**src/rtl/brightness_pkg.sv**
```systemverilog
// Brightness ramp shared constants and FSM state type.
// Gain is percent * 655, i.e. roughly percent/100 in Q1.16.
package brightness_pkg;
  localparam int BRT_MAX = 100;
  localparam int GAIN_K  = 655;
  localparam int GAIN_W  = 17;

  typedef enum logic [1:0] {
    ST_IDLE = 2'd0,
    ST_UP   = 2'd1,
    ST_DOWN = 2'd2
  } state_e;
endpackage

```
**src/rtl/brightness_scale_ch.sv**
```systemverilog
// One channel: stage 1 multiply by gain, stage 2 round/saturate/bypass.
// Ports: clk, rst, din[DW], gain[GAIN_W], bypass -> dout[DW] (2 clk).
module brightness_scale_ch
  import brightness_pkg::*;
#(
  parameter int DW = 16
) (
  input  logic              clk,
  input  logic              rst,
  input  logic [DW-1:0]     din,
  input  logic [GAIN_W-1:0] gain,
  input  logic              bypass,
  output logic [DW-1:0]     dout
);

  localparam int PW = DW + GAIN_W;

  logic [DW-1:0] d_q, d_d;
  logic [DW+1:0] p_q, p_d;
  logic [DW-1:0] dout_q, dout_d;
  logic [PW-1:0] prod;
  logic [DW:0]   r;

  always_comb begin
    prod   = PW'(din) * PW'(gain);
    d_d    = din;
    // keep one extra LSB for round-half-up in stage 2
    p_d    = (DW+2)'(prod >> 15);
    r      = {1'b0, p_q[DW+1:1]} + (DW+1)'(p_q[0]);
    dout_d = r[DW] ? '1 : r[DW-1:0];
    if (bypass) dout_d = d_q;
  end

  always_ff @(posedge clk) begin
    if (rst) begin
      d_q    <= '0;
      p_q    <= '0;
      dout_q <= '0;
    end else begin
      d_q    <= d_d;
      p_q    <= p_d;
      dout_q <= dout_d;
    end
  end

  assign dout = dout_q;

endmodule

```
**src/rtl/brightness_ramp_mpc.sv**
```systemverilog
// Brightness ramp FSM + shared gain scaling NCH channels, 2 clk latency.
// Ports: din/din_vld in, brightness/ovp/ramp_en/ramp_step ctl, dout/dout_vld/busy out.
module brightness_ramp_mpc
  import brightness_pkg::*;
#(
  parameter int DW  = 16,
  parameter int NCH = 3,
  parameter int SW  = 4
) (
  input  logic              clk,
  input  logic              rst,
  input  logic [NCH*DW-1:0] din,
  input  logic              din_vld,
  input  logic [6:0]        brightness,
  input  logic              ovp,
  input  logic              ramp_en,
  input  logic [SW-1:0]     ramp_step,
  output logic [NCH*DW-1:0] dout,
  output logic              dout_vld,
  output logic              busy
);

  localparam int XW = (SW > 7) ? SW : 7;

  logic [6:0]        tgt_q, tgt_d;
  logic [6:0]        cur_q, cur_d;
  state_e            state_q, state_d;
  logic [GAIN_W-1:0] gain_q, gain_d;
  logic              byp_q, byp_d;
  logic [1:0]        vld_q, vld_d;
  logic [6:0]        nt;
  logic [XW-1:0]     step_x, gap_x;

  always_comb begin
    tgt_d   = tgt_q;
    cur_d   = cur_q;
    state_d = state_q;
    nt      = tgt_q;
    gap_x   = '0;
    step_x  = (ramp_step == '0) ? XW'(1) : XW'(ramp_step);
    if (ovp) begin
      nt    = (brightness > 7'(BRT_MAX)) ? 7'(BRT_MAX) : brightness;
      tgt_d = nt;
      if (!ramp_en) begin
        cur_d = nt;
      end else if (cur_q < nt) begin
        gap_x = XW'(nt - cur_q);
        cur_d = (gap_x <= step_x) ? nt : cur_q + 7'(step_x);
      end else if (cur_q > nt) begin
        gap_x = XW'(cur_q - nt);
        cur_d = (gap_x <= step_x) ? nt : cur_q - 7'(step_x);
      end
      unique case (1'b1)
        (cur_d == nt): state_d = ST_IDLE;
        (cur_d < nt):  state_d = ST_UP;
        default:       state_d = ST_DOWN;
      endcase
    end
    // gain follows cur one cycle later
    gain_d = GAIN_W'(cur_q) * GAIN_W'(GAIN_K);
    byp_d  = (cur_q == 7'(BRT_MAX));
    vld_d  = {vld_q[0], din_vld};
  end

  always_ff @(posedge clk) begin
    if (rst) begin
      tgt_q   <= '0;
      cur_q   <= '0;
      state_q <= ST_IDLE;
      gain_q  <= '0;
      byp_q   <= 1'b0;
      vld_q   <= '0;
    end else begin
      tgt_q   <= tgt_d;
      cur_q   <= cur_d;
      state_q <= state_d;
      gain_q  <= gain_d;
      byp_q   <= byp_d;
      vld_q   <= vld_d;
    end
  end

  assign busy     = (state_q != ST_IDLE);
  assign dout_vld = vld_q[1];

  for (genvar k = 0; k < NCH; k++) begin : g_ch
    brightness_scale_ch #(
      .DW(DW)
    ) u_ch (
      .clk   (clk),
      .rst   (rst),
      .din   (din[k*DW +: DW]),
      .gain  (gain_q),
      .bypass(byp_q),
      .dout  (dout[k*DW +: DW])
    );
  end

endmodule

```
**config.mk**
```make
export PLATFORM = sky130hd
export DESIGN_NAME = brightness_ramp_mpc
export DESIGN_NICKNAME = d
export VERILOG_FILES = /design/src/rtl/brightness_pkg.sv /design/src/rtl/brightness_scale_ch.sv /design/src/rtl/brightness_ramp_mpc.sv
export SDC_FILE = /design/constraint.sdc
export NUM_CORES = 2
export LEC_CHECK = 0
export ABC_AREA = 1
export BUFFER_PORTS_ARGS = -buffer_cell sky130_fd_sc_hd__buf_2
export CAP_MARGIN = 10
export CORE_MARGIN = 2
export CORE_UTILIZATION = 65
export CTS_BUF_LIST = sky130_fd_sc_hd__clkbuf_4 sky130_fd_sc_hd__clkbuf_8
export CTS_CLUSTER_SIZE = 10
export DETAILED_ROUTE_END_ITERATION = 16
export PLACE_DENSITY_LB_ADDON = 0.08
export SKIP_LAST_GASP = 1
export SLEW_MARGIN = 20
export SYNTH_ARGS = -nofsm -noshare
export SYNTH_HDL_FRONTEND = slang
export SYNTH_SLANG_ARGS = --single-unit
export TNS_END_PERCENT = 30
```
**constraint.sdc**
```tcl
create_clock -name clk -period 15.47 [get_ports clk]
set_clock_uncertainty 0.1 [all_clocks]
set_input_delay 3.094 -clock clk [delete_from_list [all_inputs] [get_ports clk]]
set_output_delay 3.094 -clock clk [all_outputs]
set_load 0.01 [all_outputs]
```
== Word-level counts from Yosys, hierarchy flattened ==
Index checks and enable logic that the tools add are counted.

* Register bits after elaboration: 179
* Input bits: 64
* Output and inout port bits: 50
* Word-level logic and storage cells: 50

* $add $sub $neg: 7
* $mul: 4
* Magnitude comparators: 6
* Equal/unequal tests: 2
* Mux-type cells: 15
* Reductions and logical operators: 2

{| class="wikitable"
|+ Operators by type and width
! operator !! count
|-
| 16-bit by 17-bit multiplier with 33-bit output || 3
|-
| 16-bit two-way mux || 6
|-
| 17-bit by 1-bit adder with 17-bit output || 3
|-
| 7-bit two-way mux || 7
|-
| 7-bit by 10-bit multiplier with 17-bit output (second input constant) || 1
|-
| 7-bit by 4-bit less-or-equal comparator with 1-bit output || 2
|-
| 7-bit less-than comparator || 2
|-
| 7-bit subtractor || 2
|-
| 7-bit by 4-bit adder with 7-bit output || 1
|-
| 7-bit == test || 1
|-
| 7-bit == test (second input constant) || 1
|-
| 7-bit > comparator || 1
|-
| 7-bit > comparator (second input constant) || 1
|-
| 7-bit by 4-bit subtractor with 7-bit output || 1
|-
| 4-bit zero test || 1
|-
| 4-bit two-way mux || 1
|-
| 2-bit one-hot mux with 2 select lines || 1
|-
| 2-bit nonzero test || 1
|}

== Logic depth before layout (Yosys ltp) ==
* Depth after elaboration: 11
* Depth in mapped cells: 33
* Mapped depth without buffers: 32

== By module ==
From an unflattened synthesis, not the netlist that was laid out.

* Cell total of the unflattened synthesis: 5214
* Area, all modules: 37896.3 um2

{| class="wikitable"
|+ By module, submodules not included
! module !! times used !! cells each !! area an instance (um2) !! seq. area each (um2)
|-
| brightness_scale_ch (g_ch[0].u_ch) || 1 || 1557 || 11348.4 || 1001.0
|-
| brightness_scale_ch (g_ch[2].u_ch) || 1 || 1542 || 11260.8 || 1001.0
|-
| brightness_scale_ch (g_ch[1].u_ch) || 1 || 1541 || 11240.8 || 1001.0
|-
| brightness_ramp_mpc || 1 || 574 || 4046.4 || 580.6
|}

== Worst setup path after synthesis ==
Ideal clock, no wire load.

* Kind: input to register
* Start point: input din[23]
* End point: register g_ch[1].u_ch.p_q[13]
* Library setup time: 115 ps
* Data arrival time: 8120 ps
* Required time: 15255 ps
* Setup slack: 7135 ps
* Cell stages on the path: 21
* Buffers on the path: 2
* Cells stage by stage: clkbuf_1 -> clkbuf_1 -> nand2_1 -> fa_1 -> inv_1 -> fa_1 -> fa_1 -> fa_1 -> fa_1 -> inv_1 -> fa_1 -> inv_1 -> ha_1 -> a21oi_1 -> inv_1 -> a31oi_1 -> o21ai_0 -> a221oi_1 -> nand3_1 -> nand2_1 -> nor2_1

* Cells in the longest elaborated chain, start to end: 1

{| class="wikitable"
|+ RTL lines
! item !! line !! RTL
|-
| from (decl) || brightness_ramp_mpc.sv:12 || <nowiki>input logic [NCH*DW-1:0] din,</nowiki>
|-
| 16-bit by 17-bit multiplier with 33-bit output || brightness_scale_ch.sv:25 || <nowiki>prod = PW'(din) * PW'(gain);</nowiki>
|-
| to (signal assigned) || brightness_scale_ch.sv:41 || <nowiki>p_q <= p_d;</nowiki>
|-
| to (decl) || brightness_scale_ch.sv:19 || <nowiki>logic [DW+1:0] p_q, p_d;</nowiki>
|}

Every way passes these cells.
A chain may end at the register's enable or synchronous reset.

== Worst setup path in the final report ==
* Start point: input din[36]
* End point: register g_ch[2].u_ch.p_q[13]

* Cells in the longest elaborated chain, start to end: 1

{| class="wikitable"
|+ RTL lines
! item !! line
|-
| 16-bit by 17-bit multiplier with 33-bit output || brightness_scale_ch.sv:25
|-
| to (signal assigned) || brightness_scale_ch.sv:41
|-
| to (decl) || brightness_scale_ch.sv:19
|}

Every way passes these cells.

==> impl_results.md <==
- Syn Std Cell Area: 0.0369 sq mm
- Ys flop type: dfxtp_1
- R2R Path Start: gain_q[12]
- PortBufs: 113
- Syn Inst Count: 4921
- Row Count: 87
- F_max: 0.122 GHz
- Worst Hold Class: reg2reg
- Max Fanout on Critical Path: 18
- Root Buffer: clkbuf_8
- Fin area: 0.0382 sq mm
- Critical path data arrival time: 8.59 ns
- Hold Vio Cnt, Final: 0
- First-pass GRT wire length: 156000 um
- Synth warnings: 0
- Minimum clock period: 8.21 ns
- Die area: 0.0588 sq mm
- CTS buffer count: 17
- Max cap viols: 0
- DR DRC count: 0
- Synth Net Count: 6020
- Detail Placement HPWL: 69200 um
- All-Layer GR Usage: 33.1%
- GR Layer Usage met1: 45.3%
- Dpl ws: 6.70 ns
- Library cells used by synthesis: 53
- Met2 Track Usage GR: 54.3%
- Gr ovfl total: 0
- Vias in the first global route: 30.9k
- Final slew viol count: 0
- H-tree levels: 4
- Final Setup Violations: 0
- CTS tree: built
- WL final: 91300 um
- Hold path startpoint: vld_q[0]
- Largest cells by area after synthesis: fa_1, inv_1, ha_1
- Slew headroom: 39.3%
- Startpoint types: primary input
- Via count: 30.0k
- Starting Density: 65.6%
- Routability congestion estimate: 1.00
- Post-synthesis async set-or-reset flop share: 0%
- Worst-skew pair later-pin latency: 0.59 ns
- Setup TNS: 0 ns
- Commonest cells in the synthesized netlist: inv_1, nand2_1, fa_1, ha_1, nor2_1
- Via density: 5.34
- Postcts setup bufs: 0
- Worst-Margin Slew: 0.910 ns
- Clock slew at reported path FFs: 0.10 ns
- Outcome: complete, no violations
- Synthesized flop and latch total: 179
- Fin worst setup slack: 7.26 ns
- RSZ-0062 raised after global routing: false
- Hold slack: 0.312 ns
- Share of cells above drive strength 1: 5.01%
- Layout area overhead: 3.34%
- Most used routing layer: met2
- Seq/Total Area, Yosys: 9.70%
- Die H: 242 um
- Post-CTS Hold Buffers: 0
- Die W: 242 um
- EDFF count, synth: 0
- Synth Area per Inst: 7.51 sq um
- Crit path kind: in2reg
- Worst setup path start: din[36]
- DR iter-0 viols: 1990
- CTS Buffer Depth: 2
- Critical Path Sink Type: flop
- Top-count cell post-synth: inv_1
- Largest net degree at the start of global routing: 69
- Share of the synthesized area in the top cell type: 34.4%
- Final ANT Viol Nets: 0
- Core footprint: 0.0563 sq mm
- Grt met3 use: 5.15%
- Antenna violations before repair: 4
- Fin crit share: 53.1%
- Wire per inst: 16.2 um
- DP Area: 0.0377 sq mm
- I/O Pins: 114
- Post-CTS Resized: 0
- Nets@finish: 5954
- Area leader, netlist: fa_1
- CTS sink count: 179
- Worst EP required: 15.85 ns
- Pre-Repair DR Iteration Count: 5
- Internal reg-to-reg setup slack: 9.21 ns
area by class of cell:
cell class / instances / area (sq um)
Fill cell: 4992 / 18100
Tap cell: 756 / 946
Clock inverter: 15 / 180
Sequential cell: 179 / 3600
Antenna cell: 4 / 10.0
Inverter: 1367 / 5130
Timing Repair Buffer: 132 / 711
Clock buffer: 17 / 234
Multi-Input combinational cell: 3158 / 27400
flip-flops by register name, indices dropped and copies added, names as in the netlist:
name	count
g_ch.u_ch.dout	48
gain_q	17
byp_q	1
state_q	2
g_ch.u_ch.d_q	48
vld_q	2
g_ch.u_ch.p_q	54
cur_q	7
cell usage in the layout, fill, tap and decap left out, types with 90 or more instances in the layout:
cell type and count:
a21oi_1 212, inv_1 1360, nand3_1 90, ha_1 401, nand2_1 1108, nor2_1 276
dfxtp_1 162, o21ai_0 141, fa_1 634, buf_2 112
metrics by stage:
step	util, %	instances
detailed placement	67.1	5592
CTS	67.8	5624
finish	67.8	5628
global placement	67.1	5592
floorplan	-	4921
global route	67.8	5625
per-layer routing:
layer	part of all wire, %	vias up
li1	-	14300
met1	43	14500
met2	47	1070
met3	7.6	180
met4	2.6	2
met5	0.012	-
cells by family (layout without fill, tap and decap cells):
logic type / after synthesis / in the layout / share of synthesized area (%)
flops: 179 / 179 / 9.70
simple gates: 1582 / 1582 / 17.4
fa+ha+maj: 1035 / 1035 / 47.9
other cells: 0 / 4 / 0
buf+inv: 1584 / 1531 / 16.2
compound gates: 478 / 478 / 7.26
xor+xnor: 63 / 63 / 1.49
critical path, stage by stage:
cell,delay (ns)
buf_2,0.37
nand2_1,0.16
fa_1,0.58
inv_1,0.05
fa_1,0.46
fa_1,0.50
fa_1,0.51
fa_1,0.50
inv_1,0.05
fa_1,0.52
inv_1,0.06
ha_1,0.36
a21oi_1,0.22
inv_1,0.06
a31oi_1,0.28
o21ai_0,0.19
a221oi_1,0.35
nand3_1,0.13
nand2_1,0.07
nor2_1,0.07
final timing paths:
| check | to | cells past startpoint |
|---|---|---|
| max | g_ch[2].u_ch.p_q[13] | 20 |
| min | vld_q[1] | 2 |
| max reg2reg | g_ch[2].u_ch.p_q[13] | 20 |
| min reg2reg | vld_q[1] | 2 |
Power is not shown: default switching activity piles up to over one toggle a cycle in this logic, so the estimate is an artifact.
